`config.mk`:
```
export PLATFORM = sky130hd
export DESIGN_NAME = univ_shift_reg
export DESIGN_NICKNAME = d
export VERILOG_FILES = /design/src/rtl/univ_shift_reg_pkg.sv /design/src/rtl/usr_cell.sv /design/src/rtl/univ_shift_reg.sv
export SDC_FILE = /design/constraint.sdc
export NUM_CORES = 1
export LEC_CHECK = 0
export CAP_MARGIN = 20
export CORE_MARGIN = 2
export CORE_UTILIZATION = 47
export DETAILED_ROUTE_END_ITERATION = 10
export GPL_TIMING_DRIVEN = 0
export PLACE_DENSITY = 0.83
export SETUP_SLACK_MARGIN = 0.05
export SLEW_MARGIN = 30
export SYNTH_ARGS = -nofsm -noshare
export SYNTH_HDL_FRONTEND = slang
export SYNTH_SLANG_ARGS = --single-unit
```
`constraint.sdc`:
```
create_clock -name clk -period 3 [get_ports clk]
set_clock_uncertainty 0.15 [all_clocks]
set_input_delay 0.45 -clock clk [delete_from_list [all_inputs] [get_ports clk]]
set_output_delay 0.45 -clock clk [all_outputs]
set_load 0.02 [all_outputs]
```
`src/rtl/univ_shift_reg_pkg.sv`:
```
// Shared types for the universal shift register.
package univ_shift_reg_pkg;

    typedef enum logic [1:0] {
        MODE_HOLD = 2'b00,
        MODE_SHR  = 2'b01,
        MODE_SHL  = 2'b10,
        MODE_LOAD = 2'b11
    } mode_t;

endpackage

```
`src/rtl/usr_cell.sv`:
```
// One bit of the universal shift register: 4:1 next-state mux plus a flop.
module usr_cell
    import univ_shift_reg_pkg::*;
(
    input  logic  clk,
    input  logic  rst_n,
    input  logic  en,
    input  logic  clr,
    input  mode_t mode,
    input  logic  d,
    input  logic  shr_in,
    input  logic  shl_in,
    output logic  q
);

    logic q_d;

    always_comb begin
        q_d = q;
        if (clr) begin
            q_d = 1'b0;
        end else begin
            case (mode)
                MODE_HOLD: q_d = q;
                MODE_SHR:  q_d = shr_in;
                MODE_SHL:  q_d = shl_in;
                MODE_LOAD: q_d = d;
                // Unknown mode poisons the bit in 4-state simulation.
                default:   q_d = 1'bx;
            endcase
        end
    end

    always_ff @(posedge clk or negedge rst_n) begin
        if (!rst_n) begin
            q <= 1'b0;
        end else if (en) begin
            q <= q_d;
        end
    end

endmodule

```
`src/rtl/univ_shift_reg.sv`:
```
// Universal shift register with saturating shift counter.
// Define UNIV_SHIFT_REG_ROTATE_EN to turn serial shifts into rotations.
module univ_shift_reg
    import univ_shift_reg_pkg::*;
#(
    parameter int WIDTH = 8,
    parameter int CNT_W = $clog2(WIDTH + 1)
) (
    input  logic             clk,
    input  logic             rst_n,
    input  logic             en,
    input  logic             clr,
    input  logic [1:0]       mode,
    input  logic [WIDTH-1:0] d,
    input  logic             sin_msb,
    input  logic             sin_lsb,
    output logic [WIDTH-1:0] q,
    output logic [CNT_W-1:0] shift_cnt,
    output logic             done
);

    localparam logic [CNT_W-1:0] CntMax = CNT_W'(WIDTH);

    mode_t            mode_e;
    logic             msb_in;
    logic             lsb_in;
    logic [WIDTH-1:0] shr_src;
    logic [WIDTH-1:0] shl_src;
    logic [CNT_W-1:0] cnt_d;
    logic [CNT_W-1:0] cnt_q;

    assign mode_e = mode_t'(mode);

`ifdef UNIV_SHIFT_REG_ROTATE_EN
    logic unused_sin;
    assign unused_sin = sin_msb ^ sin_lsb;
    assign msb_in     = q[0];
    assign lsb_in     = q[WIDTH-1];
`else
    assign msb_in = sin_msb;
    assign lsb_in = sin_lsb;
`endif

    // Bit i takes q[i+1] on shift right and q[i-1] on shift left.
    assign shr_src = {msb_in, q[WIDTH-1:1]};
    assign shl_src = {q[WIDTH-2:0], lsb_in};

    for (genvar i = 0; i < WIDTH; i++) begin : g_cell
        usr_cell u_cell (
            .clk    (clk),
            .rst_n  (rst_n),
            .en     (en),
            .clr    (clr),
            .mode   (mode_e),
            .d      (d[i]),
            .shr_in (shr_src[i]),
            .shl_in (shl_src[i]),
            .q      (q[i])
        );
    end

    always_comb begin
        cnt_d = cnt_q;
        if (clr) begin
            cnt_d = '0;
        end else begin
            case (mode_e)
                MODE_SHR, MODE_SHL: begin
                    if (cnt_q != CntMax) begin
                        cnt_d = cnt_q + CNT_W'(1);
                    end
                end
                MODE_LOAD: cnt_d = '0;
                default:   cnt_d = cnt_q;
            endcase
        end
    end

    always_ff @(posedge clk or negedge rst_n) begin
        if (!rst_n) begin
            cnt_q <= '0;
        end else if (en) begin
            cnt_q <= cnt_d;
        end
    end

    assign shift_cnt = cnt_q;
    assign done      = (cnt_q == CntMax);

endmodule
```
=== Yosys cells after proc, flatten, opt, wreduce, memory -nomap -nowiden ===
Index checks and enable logic that the tools add are counted.
Widths: inputs -> output; s select.

* Flip-flop bits (word level): 12
* Latch bits: 0
* Memory bits (writable): 0
* Bits in read-only memories: 0
* Input bits: 16
* Output and inout bits: 13
* Logic and storage cells: 41
* Memories: 0

* $add $sub $neg: 1
* Multiply operators: 0
* Divide/modulo/power cells: 0
* Order comparisons: 0
* Eq/ne operators: 7
* Shifts and indexed selects: 0
* Multiplexer cells: 19
* Bitwise operators: 0
* Reduce and logical (&&, ||, !) cells: 5

{| class="wikitable"
|+ Operators by type and width
! operator !! number
|-
| $pmux 1 s3 || 8
|-
| $mux 1 || 8
|-
| $mux 4 || 2
|-
| $pmux 4 s2 || 1
|-
| $add 4x1->4 const B || 1
|-
| $eq 2x2->1 const B || 2
|-
| $eq 4x4->1 const B || 1
|-
| $ne 4x4->1 const B || 1
|-
| $ne 3x3->1 const B || 1
|-
| $reduce_and 3->1 || 1
|-
| $reduce_bool 3->1 || 1
|-
| $eq 2x1->1 const B || 1
|-
| $logic_not 2->1 || 1
|-
| $ne 2x2->1 const B || 1
|-
| $reduce_and 2->1 || 1
|-
| $reduce_or 2->1 || 1
|}

=== Logic depth before layout (Yosys ltp) ===
* Word-level depth: 4
* Mapped depth: 6
* Gate-level depth less buffers: 5

=== By module ===
From an unflattened synthesis, not the netlist that was laid out.

* Cells, all modules: 89
* Area total of the unflattened synthesis: 890.9 um^2

{| class="wikitable"
|+ Modules (own cells, without submodules)
! module !! instances !! cells an instance !! area an instance (um^2) !! seq. area each (um^2)
|-
| usr_cell || 8 || 7 || 72.6 || 25.0
|-
| univ_shift_reg || 1 || 33 || 310.3 || 100.1
|}

=== Worst setup path before layout ===
No wires, ideal clock.

* Path type: flip-flop to flip-flop
* Start point: register cnt_q[0] (netlist: shift_cnt[0])
* End point: register cnt_q[0] (netlist: shift_cnt[0])
* Setup time: 0.137 ns
* Arrival: 1.530 ns
* Required time: 2.713 ns
* Path slack: 1.183 ns
* Stages on the path, launching flop included: 7
* Path buffers: 1
* Period minus slack after synthesis: 1.817 ns
* Path through: dfrtp_1 inv_1 ha_1 and3b_1 clkbuf_1 a311oi_1 o31ai_1

* Longest elaborated chain between the ends: 4
* Elaborated cells on any way between the ends: 7
* Classes of those cells: add/sub (1); eq/ne (2); mux (3); reduce/logical (1)

{| class="wikitable"
|+ RTL lines
! item !! line !! source
|-
| start: declaration || univ_shift_reg.sv:30 || <nowiki>logic [CNT_W-1:0] cnt_q;</nowiki>
|-
| start signal: assignment || univ_shift_reg.sv:83 || <nowiki>cnt_q <= cnt_d;</nowiki>
|-
| $add 4x1->4 || univ_shift_reg.sv:70 || <nowiki>cnt_d = cnt_q + CNT_W'(1);</nowiki>
|-
| $mux 4 || univ_shift_reg.sv:69 || <nowiki>if (cnt_q != CntMax) begin</nowiki>
|-
| $pmux 4 s2 || univ_shift_reg.sv:67 || <nowiki>case (mode_e)</nowiki>
|-
| $mux 4 || univ_shift_reg.sv:64 || <nowiki>if (clr) begin</nowiki>
|}

Several ways; a longest one is shown, not always the timed one. The select of a mux whose other input is x is not followed.
A chain may end at the register's enable or synchronous reset.

=== Final worst setup path ===
* Start point: register cnt_q[0] (netlist: shift_cnt[0])
* End point: output port done

* Longest elaborated chain between the ends: 1

{| class="wikitable"
|+ RTL lines
! item !! line !! source
|-
| $eq 4x4->1 || univ_shift_reg.sv:88 || <nowiki>assign done = (cnt_q == CntMax);</nowiki>
|-
| end: declaration || univ_shift_reg.sv:19 || <nowiki>output logic done</nowiki>
|}

No other way between the ends.

==> flow_summary_export.csv <==
group,metric,value,unit
outcome,run_status,"finished, final reports clean",
clocking,cts_buffers,3,
route,ant_nets,0,
setup_path,critPathMaxFanout,8,
power_and_ir_drop,ir_worst_vdd,0.229,mV
job,max-cap-violations,0,
sta,final_max_slew_viol_count,0,
setup_path,crit_arrival,2.04,ns
place,hpwl,1.42,mm
synthesis,ys_seq_area_share,36.3,%
die,fp.dieW,46.0,µm
die,fp.dieArea,2110,µm²
worst_hold_path,min-delay-start,"g_cell[7].u_cell.q",
sta,rsz0062_at_grt,"false",
power_and_ir_drop,p_seq_share,42.2,%
cells_and_area,drive_gt1_share,12.7,%
grt,track_usage,20.8,%
cells_and_area,design_area,1150,µm²
setup_path,reg2reg_to,"shift_cnt[0]",
grt,grt_pass1_wl,3.10,mm
synthesis,synth-edff-count,0,
sta,relSlewSlack,61.5,%
sta,hold_violations,0,
power_and_ir_drop,switching_power,0.127,mW
setup_path,timing.rr.start,"shift_cnt[0]",
synthesis,synth_top_area_cell,"dfrtp_1",
clocking,post_cts_resized,0,
synthesis,yosys_register_bits,12,
place,place_ws,0.630,ns
route,drtIter0Drc,7,
setup_path,cp-end-kind,"output pin",
clocking,hold_buffers,0,
worst_hold_path,holdPathStages,1,
cells_and_area,register_area,300,µm²
setup_path,crit_buf_inv,3,
route,drtPass1Iterations,4,
setup_path,crit_family,"buffers and inverters",
synthesis,synthCells,87,
power_and_ir_drop,power_frac_comb,29.0,%
place,portBuffers,27,
route,wl_per_cell,14.1,µm
power_and_ir_drop,power_per_cell_area,383,nW/µm²
clocking,cts_setup_buffers,0,
grt,antenna_found_initial,0,
clocking,root_buffer,"clkbuf_4",
power_and_ir_drop,power.share.clock,28.8,%
setup_path,max_stage_delay,0.66,ns
synthesis,synth_cell_types,28,
route,drc,0,
worst_hold_path,hold-path-endpoint,"g_cell[7].u_cell.q",
die,coreArea,1690,µm²
grt,grt-ovfl-total,0,
setup_path,startpoint_type,"flop",
synthesis,syn_avg_cell_area,9.51,µm²
route,routed_wl,1.90,mm
route,vias,786,
synthesis,synth_nets,108,
sta,finalCriticalPeriod,2.64,ns
setup_path,cp_cell_sequence,"inv_1, ha_1, and3b_1, clkbuf_1, clkdlybuf4s50_1",
cells_and_area,fillCellCount,131,
setup_path,reg2regPathDepth,6,
synthesis,yosysWarnings,0,
clocking,cts_tree,"done",
cells_and_area,multi_input_area,418,µm²
die,row_count,15,
die,boundaryPins,29,
setup_path,cp.required,2.40,ns
clocking,clk_latency,0.27,ns
route,avgViaCountPerCell,5.82,
clocking,htree_num_levels,1,
sta,layout_setup_ws,0.362,ns
worst_hold_path,hold_class,"flop to flop",
cells_and_area,area_delta_synth_final,39.6,%
clocking,cts_sinks,12,
setup_path,critPathKind,"flop to output pin",
sta,max_freq,0.379,GHz
die,start_util,49.0,%
setup_path,r2r_slack,1.22,ns
clocking,clk_pin_slew_worst_paths,0.08,ns
cells_and_area,nets,140,
grt,grt_pass1_vias,733,
cells_and_area,num_antenna_cells,0,
die,die_h,46.0,µm
sta,setup-tns-final,0,ns
sta,period_share,87.9,%
clocking,cts_buffer_depth,2,
place,gp_congestion,0.782,
setup_path,timing.critical_path.slowest_stage_cell,"clkdlybuf4s50_1",
synthesis,ys_top_cells_by_area,"dfrtp_1, a22o_1, o2bb2ai_1",
power_and_ir_drop,swShare,28.6,%
power_and_ir_drop,p_leak,0.492,nW
synthesis,synthFlopType,"dfrtp_1",
sta,setup-violations-final,0,
sta,worstMarginPinSlew,0.573,ns
synthesis,synth-async-reset-ratio,100,%
place,placedInstanceArea,1120,µm²
synthesis,netlist_area,827,µm²
synthesis,yosys.area.top_type_share,36.3,%
power_and_ir_drop,intPower,0.315,mW
grt,grt_start_max_net_pins,13,
## worst reg2reg max path, delay by kind of cell (launching register included)
kind / cells / cell delay, ns
DFF: 1 / 0.48
AOI/OAI and AO/OA: 2 / 0.40
buffers and inverters: 2 / 0.24
adders and majority gates: 1 / 0.21
and+or+nand+nor: 1 / 0.18
## metal layers
| layer | track usage (%) | wire length [µm] | vias to the layer above |
|---|---|---|---|
| met5 | 0 | 0 | - |
| met1 | 24.3 | 860 | 379 |
| met2 | 33.9 | 934 | 19 |
| met3 | 5.16 | 83 | 2 |
| met4 | 12.6 | 19 | 0 |
| li1 | - | - | 386 |
## worst max-delay path by stage
| stage | startpoint | end | slack [ns] | cells after the start |
|---|---|---|---|---|
| floorplan | shift_cnt[0] | shift_cnt[0] | 1.18 | 6 |
| global placement | mode[0] | g_cell[6].u_cell.q | 0.67 | 7 |
| detailed placement | mode[0] | g_cell[2].u_cell.q | 0.63 | 7 |
| CTS | shift_cnt[0] | done | 0.37 | 5 |
| global route | shift_cnt[0] | done | 0.24 | 5 |
| finish | shift_cnt[0] | done | 0.36 | 5 |
## cells in the mapped netlist (2+ instances only)
cell type,count
inv_1,5
ha_1,5
a21oi_1,8
o21ai_1,4
buf_4,8
a22o_1,8
nor2_1,3
o211ai_1,2
nand3_1,4
o2bb2ai_1,8
dfrtp_1,12
clkbuf_1,4
## through the flow
| stage | power, mW | std cells | hold WS, ns | util [%] |
|---|---|---|---|---|
| 6_report | 0.442 | 135 | 0.372 | 68.4 |
| 5_1_grt | 0.466 | 135 | 0.395 | 68.4 |
| 4_1_cts | 0.444 | 135 | 0.380 | 68.4 |
| 3_5_place_dp | 0.318 | 131 | 0.360 | 66.2 |
| 3_3_place_gp | 0.315 | 131 | 0.362 | 66.2 |
| 2_1_floorplan | 0.260 | 87 | 0.00441 | - |
## final cells by class
cell class | count | area share (%)
buffer | 13 | 7.48
clock buffer | 4 | 3.14
inverter | 6 | 1.95
multi-input combinational | 56 | 36.2
sequential | 12 | 26.0
tap | 17 | 1.84
timing repair buffer | 27 | 23.4
## power groups by stage
stage	Sequential, mW	Clock [mW]	Combinational (mW)
after CTS	0.186	0.129	0.129
final	0.186	0.127	0.128
after global routing	0.189	0.137	0.140
after detailed placement	0.189	0	0.128
after global placement	0.189	0	0.126
after floorplan	0.190	0	0.0703
## layout by cell type, fill, tap and decap left out, drive strengths merged
cell type      synthesis  routed
a211oi                 1       1
a21oi                  8       8
a22o                   8       8
a311oi                 1       1
and2b                  1       1
and3b                  1       1
buf                    9       9
clkbuf                 4       8
clkdlybuf4s50          0      27
dfrtp                 12      12
ha                     5       5
inv                    6       6
nand3                  4       4
nand3b                 1       1
nand4                  1       1
nand4b                 1       1
nor2                   3       3
nor2b                  1       1
nor3                   1       1
nor4b                  1       1
nor4bb                 1       1
o211ai                 2       2
o21ai                  4       4
o2bb2ai                8       8
o31ai                  1       1
o41ai                  1       1
or3                    1       1
## cells by family after synthesis
logic type               after synthesis  share of synthesized area (%)
AND/OR/NAND/NOR                       17                           13.0
adder cells (fa/ha/maj)                5                           7.56
flip-flops                            12                           36.3
AO/OA/AOI/OAI                         34                           30.0
buffers and inverters                 19                           13.2
## sequential cells by signal, indices dropped and copies added, names as in the netlist
register	cells
g_cell.u_cell.q	8
shift_cnt	4
No activity file was read; power rests on OpenSTA's default activity.
